<file path="config.mk">
export PLATFORM = sky130hd
export DESIGN_NAME = branch_resolve_flat
export DESIGN_NICKNAME = d
export VERILOG_FILES = /design/src/rtl/branch_resolve_if.sv /design/src/rtl/branch_resolve.sv /design/src/flat_wrapper.sv
export SDC_FILE = /design/constraint.sdc
export NUM_CORES = 1
export LEC_CHECK = 0
export ABC_AREA = 1
export BUFFER_PORTS_ARGS = -buffer_cell sky130_fd_sc_hd__clkbuf_2
export CAP_MARGIN = 0
export CORE_ASPECT_RATIO = 0.8
export CORE_UTILIZATION = 57
export DETAILED_ROUTE_END_ITERATION = 12
export PLACE_DENSITY = 0.83
export SYNTH_ARGS = -nofsm -noshare
export SYNTH_HDL_FRONTEND = slang
export SYNTH_SLANG_ARGS = --single-unit
</file>
<file path="constraint.sdc">
create_clock -name i_clk -period 5.95 [get_ports i_clk]
set_clock_uncertainty 0.15 [all_clocks]
set_input_delay 0.595 -clock i_clk [delete_from_list [all_inputs] [get_ports i_clk]]
set_output_delay 0.595 -clock i_clk [all_outputs]
set_load 0.01 [all_outputs]
</file>
<file path="src/rtl/branch_resolve_if.sv">
// Redirect handshake between the branch resolution unit and fetch.
// The resolver is the master: it raises o_redirect_valid with a stable
// target and fetch answers with i_redirect_ready.
interface branch_resolve_if;
  logic        o_redirect_valid;
  logic        i_redirect_ready;
  logic [31:0] o_redirect_pc;

  modport master (
    output o_redirect_valid,
    output o_redirect_pc,
    input  i_redirect_ready
  );

  modport slave (
    input  o_redirect_valid,
    input  o_redirect_pc,
    output i_redirect_ready
  );
endinterface

</file>
<file path="src/rtl/branch_resolve.sv">
// EX-stage control-flow resolution: picks the brc compare mode, decides
// taken/not-taken for B-type and jumps, issues a registered redirect to
// fetch, squashes wrong-path instructions for FLUSH_CYCLES cycles and keeps
// conditional-branch statistics.
module branch_resolve #(
  parameter int FLUSH_CYCLES = 2,
  parameter int CNT_W        = 32
) (
  input  logic              i_clk,
  input  logic              i_reset,
  input  logic              i_ex_valid,
  input  logic              i_ex_is_br,
  input  logic              i_ex_is_jal,
  input  logic              i_ex_is_jalr,
  input  logic [2:0]        i_ex_funct3,
  input  logic [31:0]       i_ex_pc,
  input  logic [31:0]       i_ex_imm,
  input  logic [31:0]       i_ex_rs1_data,
  input  logic              i_br_less,
  input  logic              i_br_equal,
  output logic              o_br_un,
  branch_resolve_if.master  rd,
  output logic              o_flush,
  output logic              o_stall,
  output logic              o_misalign,
  output logic [CNT_W-1:0]  o_br_cnt,
  output logic [CNT_W-1:0]  o_taken_cnt
);

  localparam int FC_W = (FLUSH_CYCLES > 1) ? $clog2(FLUSH_CYCLES) : 1;
  localparam logic [FC_W-1:0] FC_LOAD = FC_W'(FLUSH_CYCLES - 1);

  typedef enum logic [1:0] {
    IDLE  = 2'b00,
    REQ   = 2'b01,
    FLUSH = 2'b10
  } state_t;

  state_t           state_r, state_nx_s;
  logic [FC_W-1:0]  flush_cnt_r, flush_cnt_nx_s;
  logic [31:0]      redirect_pc_r;
  logic             redirect_valid_r;
  logic             flush_r;
  logic             stall_r;
  logic             misalign_r;
  logic [CNT_W-1:0] br_cnt_r;
  logic [CNT_W-1:0] taken_cnt_r;

  logic             cond_legal_s;
  logic             cond_taken_s;
  logic             taken_s;
  logic [31:0]      target_s;
  logic             resolve_s;
  logic             load_pc_s;
  logic             misalign_nx_s;
  logic             br_inc_s;
  logic             taken_inc_s;

  // Compare mode for brc: signed for BLT/BGE, unsigned for BLTU/BGEU
  assign o_br_un = ~i_ex_funct3[1];

  // Branch condition decode and target computation for the EX instruction
  always_comb begin
    cond_legal_s = i_ex_funct3[2] | ~i_ex_funct3[1];
    cond_taken_s = 1'b0;
    case (i_ex_funct3)
      3'b000:  cond_taken_s = i_br_equal;
      3'b001:  cond_taken_s = ~i_br_equal;
      3'b100:  cond_taken_s = i_br_less;
      3'b110:  cond_taken_s = i_br_less;
      3'b101:  cond_taken_s = ~i_br_less;
      3'b111:  cond_taken_s = ~i_br_less;
      default: cond_taken_s = 1'b0;
    endcase

    if (i_ex_is_br) begin
      taken_s  = cond_taken_s;
      target_s = i_ex_pc + i_ex_imm;
    end else if (i_ex_is_jalr) begin
      taken_s  = 1'b1;
      target_s = (i_ex_rs1_data + i_ex_imm) & 32'hFFFF_FFFE;
    end else if (i_ex_is_jal) begin
      taken_s  = 1'b1;
      target_s = i_ex_pc + i_ex_imm;
    end else begin
      taken_s  = 1'b0;
      target_s = i_ex_pc + i_ex_imm;
    end

    resolve_s     = (state_r == IDLE) & i_ex_valid;
    misalign_nx_s = resolve_s & taken_s & target_s[1];
    br_inc_s      = resolve_s & i_ex_is_br & cond_legal_s;
    taken_inc_s   = br_inc_s & cond_taken_s;
  end

  // Next-state logic: resolve in IDLE, hold the redirect in REQ, count down in FLUSH
  always_comb begin
    state_nx_s     = state_r;
    flush_cnt_nx_s = flush_cnt_r;
    load_pc_s      = 1'b0;
    case (state_r)
      IDLE: begin
        if (resolve_s && taken_s && !target_s[1]) begin
          state_nx_s = REQ;
          load_pc_s  = 1'b1;
        end else begin
          state_nx_s = IDLE;
        end
      end
      REQ: begin
        if (rd.i_redirect_ready) begin
          state_nx_s     = FLUSH;
          flush_cnt_nx_s = FC_LOAD;
        end else begin
          state_nx_s = REQ;
        end
      end
      FLUSH: begin
        if (flush_cnt_r == {FC_W{1'b0}}) begin
          state_nx_s = IDLE;
        end else begin
          flush_cnt_nx_s = flush_cnt_r - {{(FC_W-1){1'b0}}, 1'b1};
        end
      end
      default: begin
        state_nx_s     = IDLE;
        flush_cnt_nx_s = {FC_W{1'b0}};
      end
    endcase
  end

  // FSM state, flush counter and registered handshake/squash outputs
  always_ff @(posedge i_clk or posedge i_reset) begin
    if (i_reset) begin
      state_r          <= IDLE;
      flush_cnt_r      <= {FC_W{1'b0}};
      redirect_valid_r <= 1'b0;
      flush_r          <= 1'b0;
      stall_r          <= 1'b0;
      misalign_r       <= 1'b0;
    end else begin
      state_r          <= state_nx_s;
      flush_cnt_r      <= flush_cnt_nx_s;
      redirect_valid_r <= (state_nx_s == REQ);
      flush_r          <= (state_nx_s == FLUSH);
      stall_r          <= (state_nx_s != IDLE);
      misalign_r       <= misalign_nx_s;
    end
  end

  // Redirect target capture; held stable for the whole REQ phase
  always_ff @(posedge i_clk or posedge i_reset) begin
    if (i_reset) begin
      redirect_pc_r <= 32'h0000_0000;
    end else if (load_pc_s) begin
      redirect_pc_r <= target_s;
    end
  end

  // Conditional-branch statistics, wrapping modulo 2^CNT_W
  always_ff @(posedge i_clk or posedge i_reset) begin
    if (i_reset) begin
      br_cnt_r    <= {CNT_W{1'b0}};
      taken_cnt_r <= {CNT_W{1'b0}};
    end else begin
      if (br_inc_s) begin
        br_cnt_r <= br_cnt_r + {{(CNT_W-1){1'b0}}, 1'b1};
      end
      if (taken_inc_s) begin
        taken_cnt_r <= taken_cnt_r + {{(CNT_W-1){1'b0}}, 1'b1};
      end
    end
  end

  assign rd.o_redirect_valid = redirect_valid_r;
  assign rd.o_redirect_pc    = redirect_pc_r;
  assign o_flush             = flush_r;
  assign o_stall             = stall_r;
  assign o_misalign          = misalign_r;
  assign o_br_cnt            = br_cnt_r;
  assign o_taken_cnt         = taken_cnt_r;

endmodule

</file>
<file path="src/flat_wrapper.sv">
// flat-port wrapper written by rule: the top's interface ports become plain ports
module branch_resolve_flat 
#(
  parameter int FLUSH_CYCLES = 2,
  parameter int CNT_W        = 32
)
  (i_clk, i_reset, i_ex_valid, i_ex_is_br, i_ex_is_jal, i_ex_is_jalr, i_ex_funct3, i_ex_pc, i_ex_imm, i_ex_rs1_data, i_br_less, i_br_equal, o_br_un, o_flush, o_stall, o_misalign, o_br_cnt, o_taken_cnt, rd_o_redirect_valid, rd_o_redirect_pc, rd_i_redirect_ready);
  branch_resolve_if rd_i ();
  input  logic i_clk;
  input  logic i_reset;
  input  logic i_ex_valid;
  input  logic i_ex_is_br;
  input  logic i_ex_is_jal;
  input  logic i_ex_is_jalr;
  input  logic [2:0] i_ex_funct3;
  input  logic [31:0] i_ex_pc;
  input  logic [31:0] i_ex_imm;
  input  logic [31:0] i_ex_rs1_data;
  input  logic i_br_less;
  input  logic i_br_equal;
  output logic o_br_un;
  output logic o_flush;
  output logic o_stall;
  output logic o_misalign;
  output logic [CNT_W-1:0] o_br_cnt;
  output logic [CNT_W-1:0] o_taken_cnt;
  output wire logic [$bits(rd_i.o_redirect_valid)-1:0] rd_o_redirect_valid;
  output wire logic [$bits(rd_i.o_redirect_pc)-1:0] rd_o_redirect_pc;
  input wire logic [$bits(rd_i.i_redirect_ready)-1:0] rd_i_redirect_ready;
  assign rd_o_redirect_valid = rd_i.o_redirect_valid;
  assign rd_o_redirect_pc = rd_i.o_redirect_pc;
  assign rd_i.i_redirect_ready = rd_i_redirect_ready;
  branch_resolve #(.FLUSH_CYCLES(FLUSH_CYCLES), .CNT_W(CNT_W)) u_core (.i_clk(i_clk), .i_reset(i_reset), .i_ex_valid(i_ex_valid), .i_ex_is_br(i_ex_is_br), .i_ex_is_jal(i_ex_is_jal), .i_ex_is_jalr(i_ex_is_jalr), .i_ex_funct3(i_ex_funct3), .i_ex_pc(i_ex_pc), .i_ex_imm(i_ex_imm), .i_ex_rs1_data(i_ex_rs1_data), .i_br_less(i_br_less), .i_br_equal(i_br_equal), .o_br_un(o_br_un), .rd(rd_i), .o_flush(o_flush), .o_stall(o_stall), .o_misalign(o_misalign), .o_br_cnt(o_br_cnt), .o_taken_cnt(o_taken_cnt));
endmodule
</file>
==> run summary, run 1 <==
Cells and area
• **layout cell share with drive strength beyond 1** 0.1524
• **Total Nets Final** 1985
• **post-route cell area** 11520 um^2
• **n_diodes** 0
• **final core area utilization** 0.6848
• **layout overhead on the synthesized area** 15.76%

Critical path
• **number of cells traversed by the worst register-to-register path** 6
• **crit path kind** input port to flop
• **end of the worst register-to-register path** u_core.o_stall
• **nature of the critical path startpoint** input port
• **Worst EP required** 6.09 ns
• **register-to-register setup slack** 3.45 ns
• **startpoint of the worst register-to-register path** u_core.state_r[1]
• **crit-path max FO** 39
• **data arrival time of the worst path** 4.05 ns
• **Worst setup EP type** flop

Drt
• **Post-route DRC** 0
• **count of vias placed by the detailed router** 10788
• **number of DRC violations after detailed-routing iteration 0** 1006
• **routed wire length** 29.90 mm
• **remaining antenna violation count after routing** 0
• **detailed-router iteration count before antenna repair** 6
• **wire length per cell after detailed routing** 14.68 um
• **number of vias per cell after detailed routing** 5.296

Global route
• **via count of the first global-routing pass** 9831
• **overall overflow remaining after global route** 0
• **pin count of the biggest net entering global routing** 67
• **wire length of the first global-routing pass** 48.53 mm
• **overall global routing resource usage** 0.3433
• **antenna violations before repair** 0

Placed design
• **placer congestion estimate** 1.015
• **total of buffers placed on input and output ports** 208
• **placed cell areas** 11190 um^2
• **post-DP HPWL** 24.54 mm
• **pre-CTS setup slack** 1.751 ns

Clocking
• **TritonCTS Buffers** 9
• **worst-case clock buffer depth** 2
• **number of buffers inserted to repair setup after CTS** 0
• **H-tree Lvls** 3
• **Resized cells post-CTS** 0
• **sink count of the clock tree** 103
• **clock input transition at the sequential cells of the worst setup and hold paths** 0.07 ns
• **insertion delay to the later sink of the worst-skew pair** 0.34 ns
• **CTS hold repair buffers** 0
• **TritonCTS clock tree** built
• **CTS root buffer** clkbuf_16

Synth
• **largest area contributor in the synthesized netlist** dfrtp_1
• **fraction of the yosys area taken by sequential cells** 0.2591
• **top cells by area, synth** dfrtp_1 26%, nand2_1 23%, inv_1 10%
• **average footprint of a synthesized cell** 6.191 um^2
• **syn_nets** 1780
• **share of the synthesized area in the top cell type** 0.2591
• **top cells by instance count after synthesis** 610 x nand2_1, 272 x inv_1, 135 x nor2_1
• **count of unique library cells instantiated by Yosys** 47
• **number of warning messages in the yosys log** 0
• **share of synthesized registers carrying an async set or reset** 1.000
• **count of flip-flops with a built-in enable after synthesis** 0
• **Post-Synthesis Cell Area** 9948 um^2
• **top-count cell post-synth** nand2_1
• **Syn Inst Count** 1607
• **number of synthesized register bits** 103
• **Main synth FF type** dfrtp_1

Status
• **result of the run** finished, final reports clean

Pwr
• **power density over the cells** 227.7 nW/um^2
• **LEAKAGE** 6.940 nW
• **Max rail drop VDD** 0.1676 mV

Floorplan
• **core area** 16820 um^2
• **Die W** 149.7 um
• **std cell rows** 42
• **Die Y-Extent** 120.2 um
• **I/O pin count** 209
• **Initial Util** 0.5916
• **total die area** 17990 um^2

Flow run
• **max-capacitance violation count** 0

STA
• **setup repair after global routing missed its margin** no
• **fin crit period** 3.905 ns
• **total negative slack for setup checks** 0 ns
• **achievable frequency** 256.1 MHz
• **Worst Hold Margin** 0.1087 ns
• **worst relative slew slack** 0.2249
• **Slew Limit Fails** 0
• **post-route setup slack** 2.045 ns
• **part of the cycle the worst path needs** 0.6562
• **number of setup violations in the final report** 0
• **transition time at the pin with the least slew margin** 1.160 ns
• **hold violation total from the final report** 0

Worst hold path
• **path class of the lowest-slack min-delay path** input port to async pin

-- worst max path at each step --
stage          slack [ns]        from                          to  depth (start not counted)
6_report             2.05  i_ex_is_br              u_core.o_stall                         11
5_1_grt              1.77  i_ex_is_br  u_core.rd.o_redirect_pc[8]                         11
4_1_cts              2.11  i_ex_is_br              u_core.o_stall                         11
3_5_place_dp         1.75  i_ex_is_br              u_core.o_stall                         11
3_3_place_gp         1.88  i_ex_is_br              u_core.o_stall                         11
2_1_floorplan        2.50     i_reset          u_core.flush_cnt_r                          1
-- routing by layer --
layer / vias up / routed length [um] / GRT usage
li1: 5400 / - / -
met1: 4831 / 13740 / 0.5089
met2: 516 / 12730 / 0.5153
met3: 41 / 2784 / 0.05209
met4: 0 / 649 / 0.09217
met5: - / 0 / 0
-- layout make-up --
cell class / count / area, um^2
tap: 220 / 275.3
clock inverter: 7 / 102.6
clock buffer: 9 / 225.2
inverter: 278 / 1051
multi-input combinational: 1211 / 6236
timing repair buffer: 209 / 1049
fill: 1580 / 5300
sequential: 103 / 2577
-- cell usage in the layout (no fill, tap or decap), types with 5 or more instances in the layout --
master,count
nand4_1,21
nor3_2,10
xor2_1,42
dfrtp_1,103
nor4_1,5
clkbuf_16,9
nand3_1,127
nand2_2,6
inv_2,5
nor2_4,6
ha_1,63
o211ai_1,5
clkbuf_2,208
nor2_1,135
a21oi_1,53
nor3_1,22
inv_1,271
o21ai_0,28
nand2_1,610
xnor2_1,27
and3_1,5
-- state kept, by name (all words and copies together), names as in the netlist --
name and flops:
u_core.flush_cnt_r 1, u_core.o_taken_cnt 32, u_core.o_stall 1, u_core.state_r 2
u_core.o_misalign 1, u_core.rd.o_redirect_pc 32, u_core.o_br_cnt 32, u_core.rd.o_redirect_valid 1
u_core.o_flush 1
-- metrics by stage --
step / power [mW] / cells
after floorplan: 1.571 / 1607
final: 2.622 / 2037
after global placement: 1.942 / 2021
after global routing: 2.796 / 2037
after CTS: 2.618 / 2037
after detailed placement: 1.971 / 2021
-- where the power goes --
group	internal (mW)	switching, mW	total, mW
Clock	0.374	0.271	0.645
Sequential	0.844	0.128	0.972
Combinational	0.362	0.643	1.00
-- worst max-delay path, stage by stage --
cell	delay (ns)
clkbuf_2	0.08
inv_2	0.05
nand2_1	0.83
inv_2	0.59
or2_1	0.38
o21ai_2	0.08
inv_2	0.08
nor2_4	0.53
inv_2	0.44
o21ai_0	0.22
or2_2	0.14
-- kinds of logic (layout without fill, tap and decap cells) --
| logic type | after synthesis | in the layout | synth area share |
|---|---|---|---|
| AO/OA/AOI/OAI | 100 | 100 | 0.05509 |
| XOR/XNOR | 70 | 70 | 0.06238 |
| adder cells (fa/ha/maj) | 65 | 65 | 0.08326 |
| buffers and inverters | 293 | 503 | 0.1141 |
| flip-flops | 103 | 103 | 0.2591 |
| AND/OR/NAND/NOR | 976 | 976 | 0.4261 |
Power figures use the tool's default switching activity.
==> run 2: changes to the inputs <==
==> constraint.sdc (replaced) <==
create_clock -name i_clk -period 3.9 [get_ports i_clk]
set_clock_uncertainty 0.15 [all_clocks]
set_input_delay 0.39 -clock i_clk [delete_from_list [all_inputs] [get_ports i_clk]]
set_output_delay 0.39 -clock i_clk [all_outputs]
set_load 0.01 [all_outputs]
==> run 2 against run 1 <==
  * Hold slack better by 0.026 ns
  * Clock-buffer cell count stayed put
  * Register-to-register slack worse by 2.0 ns
  * Wire length is 3.0% higher
  * First-iteration DRC count is 24% lower
  * Flip-flop and latch count stayed put
  * Die area stayed put
  * Cell count is 0.25% higher
  * Sequential share of layout area hardly changed
  * Clock power is 42% higher
  * Power is 50% higher
==> run summary, run 2 (same netlist as run 1, synthesis figures left out) <==
Status
• **result of the run** finished, final reports clean

Floorplan
• **I/O pin count** 209
• **Die W** 149.7 um
• **total die area** 17990 um^2
• **std cell rows** 42
• **core area** 16820 um^2
• **Die Y-Extent** 120.2 um
• **Initial Util** 0.5916

Global route
• **overall global routing resource usage** 0.3510
• **via count of the first global-routing pass** 9794
• **pin count of the biggest net entering global routing** 45
• **wire length of the first global-routing pass** 49.18 mm
• **overall overflow remaining after global route** 0
• **antenna violations before repair** 0

Drt
• **remaining antenna violation count after routing** 0
• **count of vias placed by the detailed router** 10829
• **detailed-router iteration count before antenna repair** 6
• **Post-route DRC** 0
• **wire length per cell after detailed routing** 15.09 um
• **number of vias per cell after detailed routing** 5.303
• **routed wire length** 30.81 mm
• **number of DRC violations after detailed-routing iteration 0** 761

Placed design
• **placer congestion estimate** 0.9545
• **post-DP HPWL** 25.67 mm
• **pre-CTS setup slack** 0.9016 ns
• **total of buffers placed on input and output ports** 208

Critical path
• **cells along the critical path** clkbuf_2 -> ha_1 -> fa_1 -> or2_1 -> o21ai_2 -> inv_2 -> nor2_4 -> buf_4 -> inv_2 -> o21ai_0 -> or2_2
• **cell mode on critical path** inv_2
• **data arrival time of the worst path** 2.76 ns
• **crit path kind** input port to flop
• **critical-path cell with the highest stage delay** fa_1
• **crit-path max FO** 39
• **cell family contributing the most delay on the critical path** buffers and inverters
• **Worst EP required** 3.98 ns
• **number of cells traversed by the worst register-to-register path** 8
• **Worst setup EP type** flop
• **nature of the critical path startpoint** input port
• **path length in cells of the critical path** 11
• **number of buffer and inverter instances along the worst setup path** 4
• **max incr delay on CP** 0.48 ns

Clocking
• **insertion delay to the later sink of the worst-skew pair** 0.34 ns
• **TritonCTS clock tree** built
• **clock input transition at the sequential cells of the worst setup and hold paths** 0.07 ns
• **TritonCTS Buffers** 9
• **CTS root buffer** clkbuf_16
• **sink count of the clock tree** 103
• **number of buffers inserted to repair setup after CTS** 0
• **H-tree Lvls** 3
• **worst-case clock buffer depth** 2

STA
• **worst relative slew slack** 0.6130
• **transition time at the pin with the least slew margin** 0.5797 ns
• **achievable frequency** 373.8 MHz
• **number of setup violations in the final report** 0
• **hold violation total from the final report** 0
• **fin crit period** 2.675 ns
• **post-route setup slack** 1.225 ns
• **setup repair after global routing missed its margin** no
• **Slew Limit Fails** 0
• **total negative slack for setup checks** 0 ns
• **part of the cycle the worst path needs** 0.6859

Pwr
• **power density over the cells** 342.0 nW/um^2
• **Max rail drop VDD** 0.3051 mV
• **switching fraction of total power** 0.4048
• **combinational share of power** 0.392
• **relative contribution of sequential cells to total power** 0.376
• **internal portion of total power** 2.348 mW
• **power spent charging and discharging nets** 1.597 mW
• **LEAKAGE** 6.951 nW
• **power share of the clock group** 0.232
• **Tot Pwr** 3.946 mW

Cells and area
• **layout overhead on the synthesized area** 15.96%
• **final core area utilization** 0.6860
• **Total Nets Final** 1990
• **leading cell types in the layout, fill and taps excluded** 610 x nand2_1, 271 x inv_1, 208 x clkbuf_2
• **layout cell share with drive strength beyond 1** 0.1542
• **n_diodes** 0
• **leading cell type in the layout, fill and taps excluded** nand2_1

Flow run
• **max-capacitance violation count** 0

Worst hold path
• **Hold Path Cell Cnt** 2
• **path class of the lowest-slack min-delay path** input port to flop

==> run 2: routing by layer <==
metal	wire length, um	GRT usage
met1	14430	0.5207
met4	614	0.08081
met2	13210	0.5408
met3	2553	0.04183
met5	0	0
==> run 2: worst paths after layout <==
kind                       slack, ns                 from                           to
max                             1.23          i_ex_imm[0]               u_core.o_stall
min                             0.13  rd_i_redirect_ready   u_core.rd.o_redirect_valid
max reg2reg                     1.43    u_core.state_r[1]       u_core.o_taken_cnt[26]
min reg2reg                     0.33  u_core.o_br_cnt[31]          u_core.o_br_cnt[31]
max in group asynchronous       2.27              i_reset  u_core.rd.o_redirect_pc[24]
min in group asynchronous       0.53              i_reset       u_core.o_taken_cnt[31]
==> run 2: cell type report <==
cell class | instances | area (um^2)
timing repair buffer | 214 | 1089
sequential | 103 | 2577
multi-input combinational | 1211 | 6236
inverter | 278 | 1051
clock buffer | 9 | 225.2
tap | 220 | 275.3
fill | 1555 | 5280
clock inverter | 7 | 82.58
==> run 2: through the flow <==
step	area, um^2	std cells	hold WS, ns
after floorplan	9948	1607	0.3465
after global routing	11540	2042	0.1228
final	11540	2042	0.1347
after detailed placement	11220	2025	0.3152
after global placement	11220	2025	0.3081
after CTS	11540	2042	0.1234
==> run 2: power groups by stage <==
stage | combinational, mW | sequential, mW | clock [mW]
6_report | 1.55 | 1.49 | 0.915
3_3_place_gp | 1.49 | 1.49 | 0
5_1_grt | 1.72 | 1.50 | 0.971
2_1_floorplan | 0.853 | 1.54 | 0
3_5_place_dp | 1.53 | 1.49 | 0
4_1_cts | 1.53 | 1.48 | 0.929
==> run 2: repair_timing <==
action                                  CTS  global route
hold endpoints to repair                 42             0
gates resized for setup                   0             0
endpoints found under the setup margin    0             0
hold buffers                              1             0
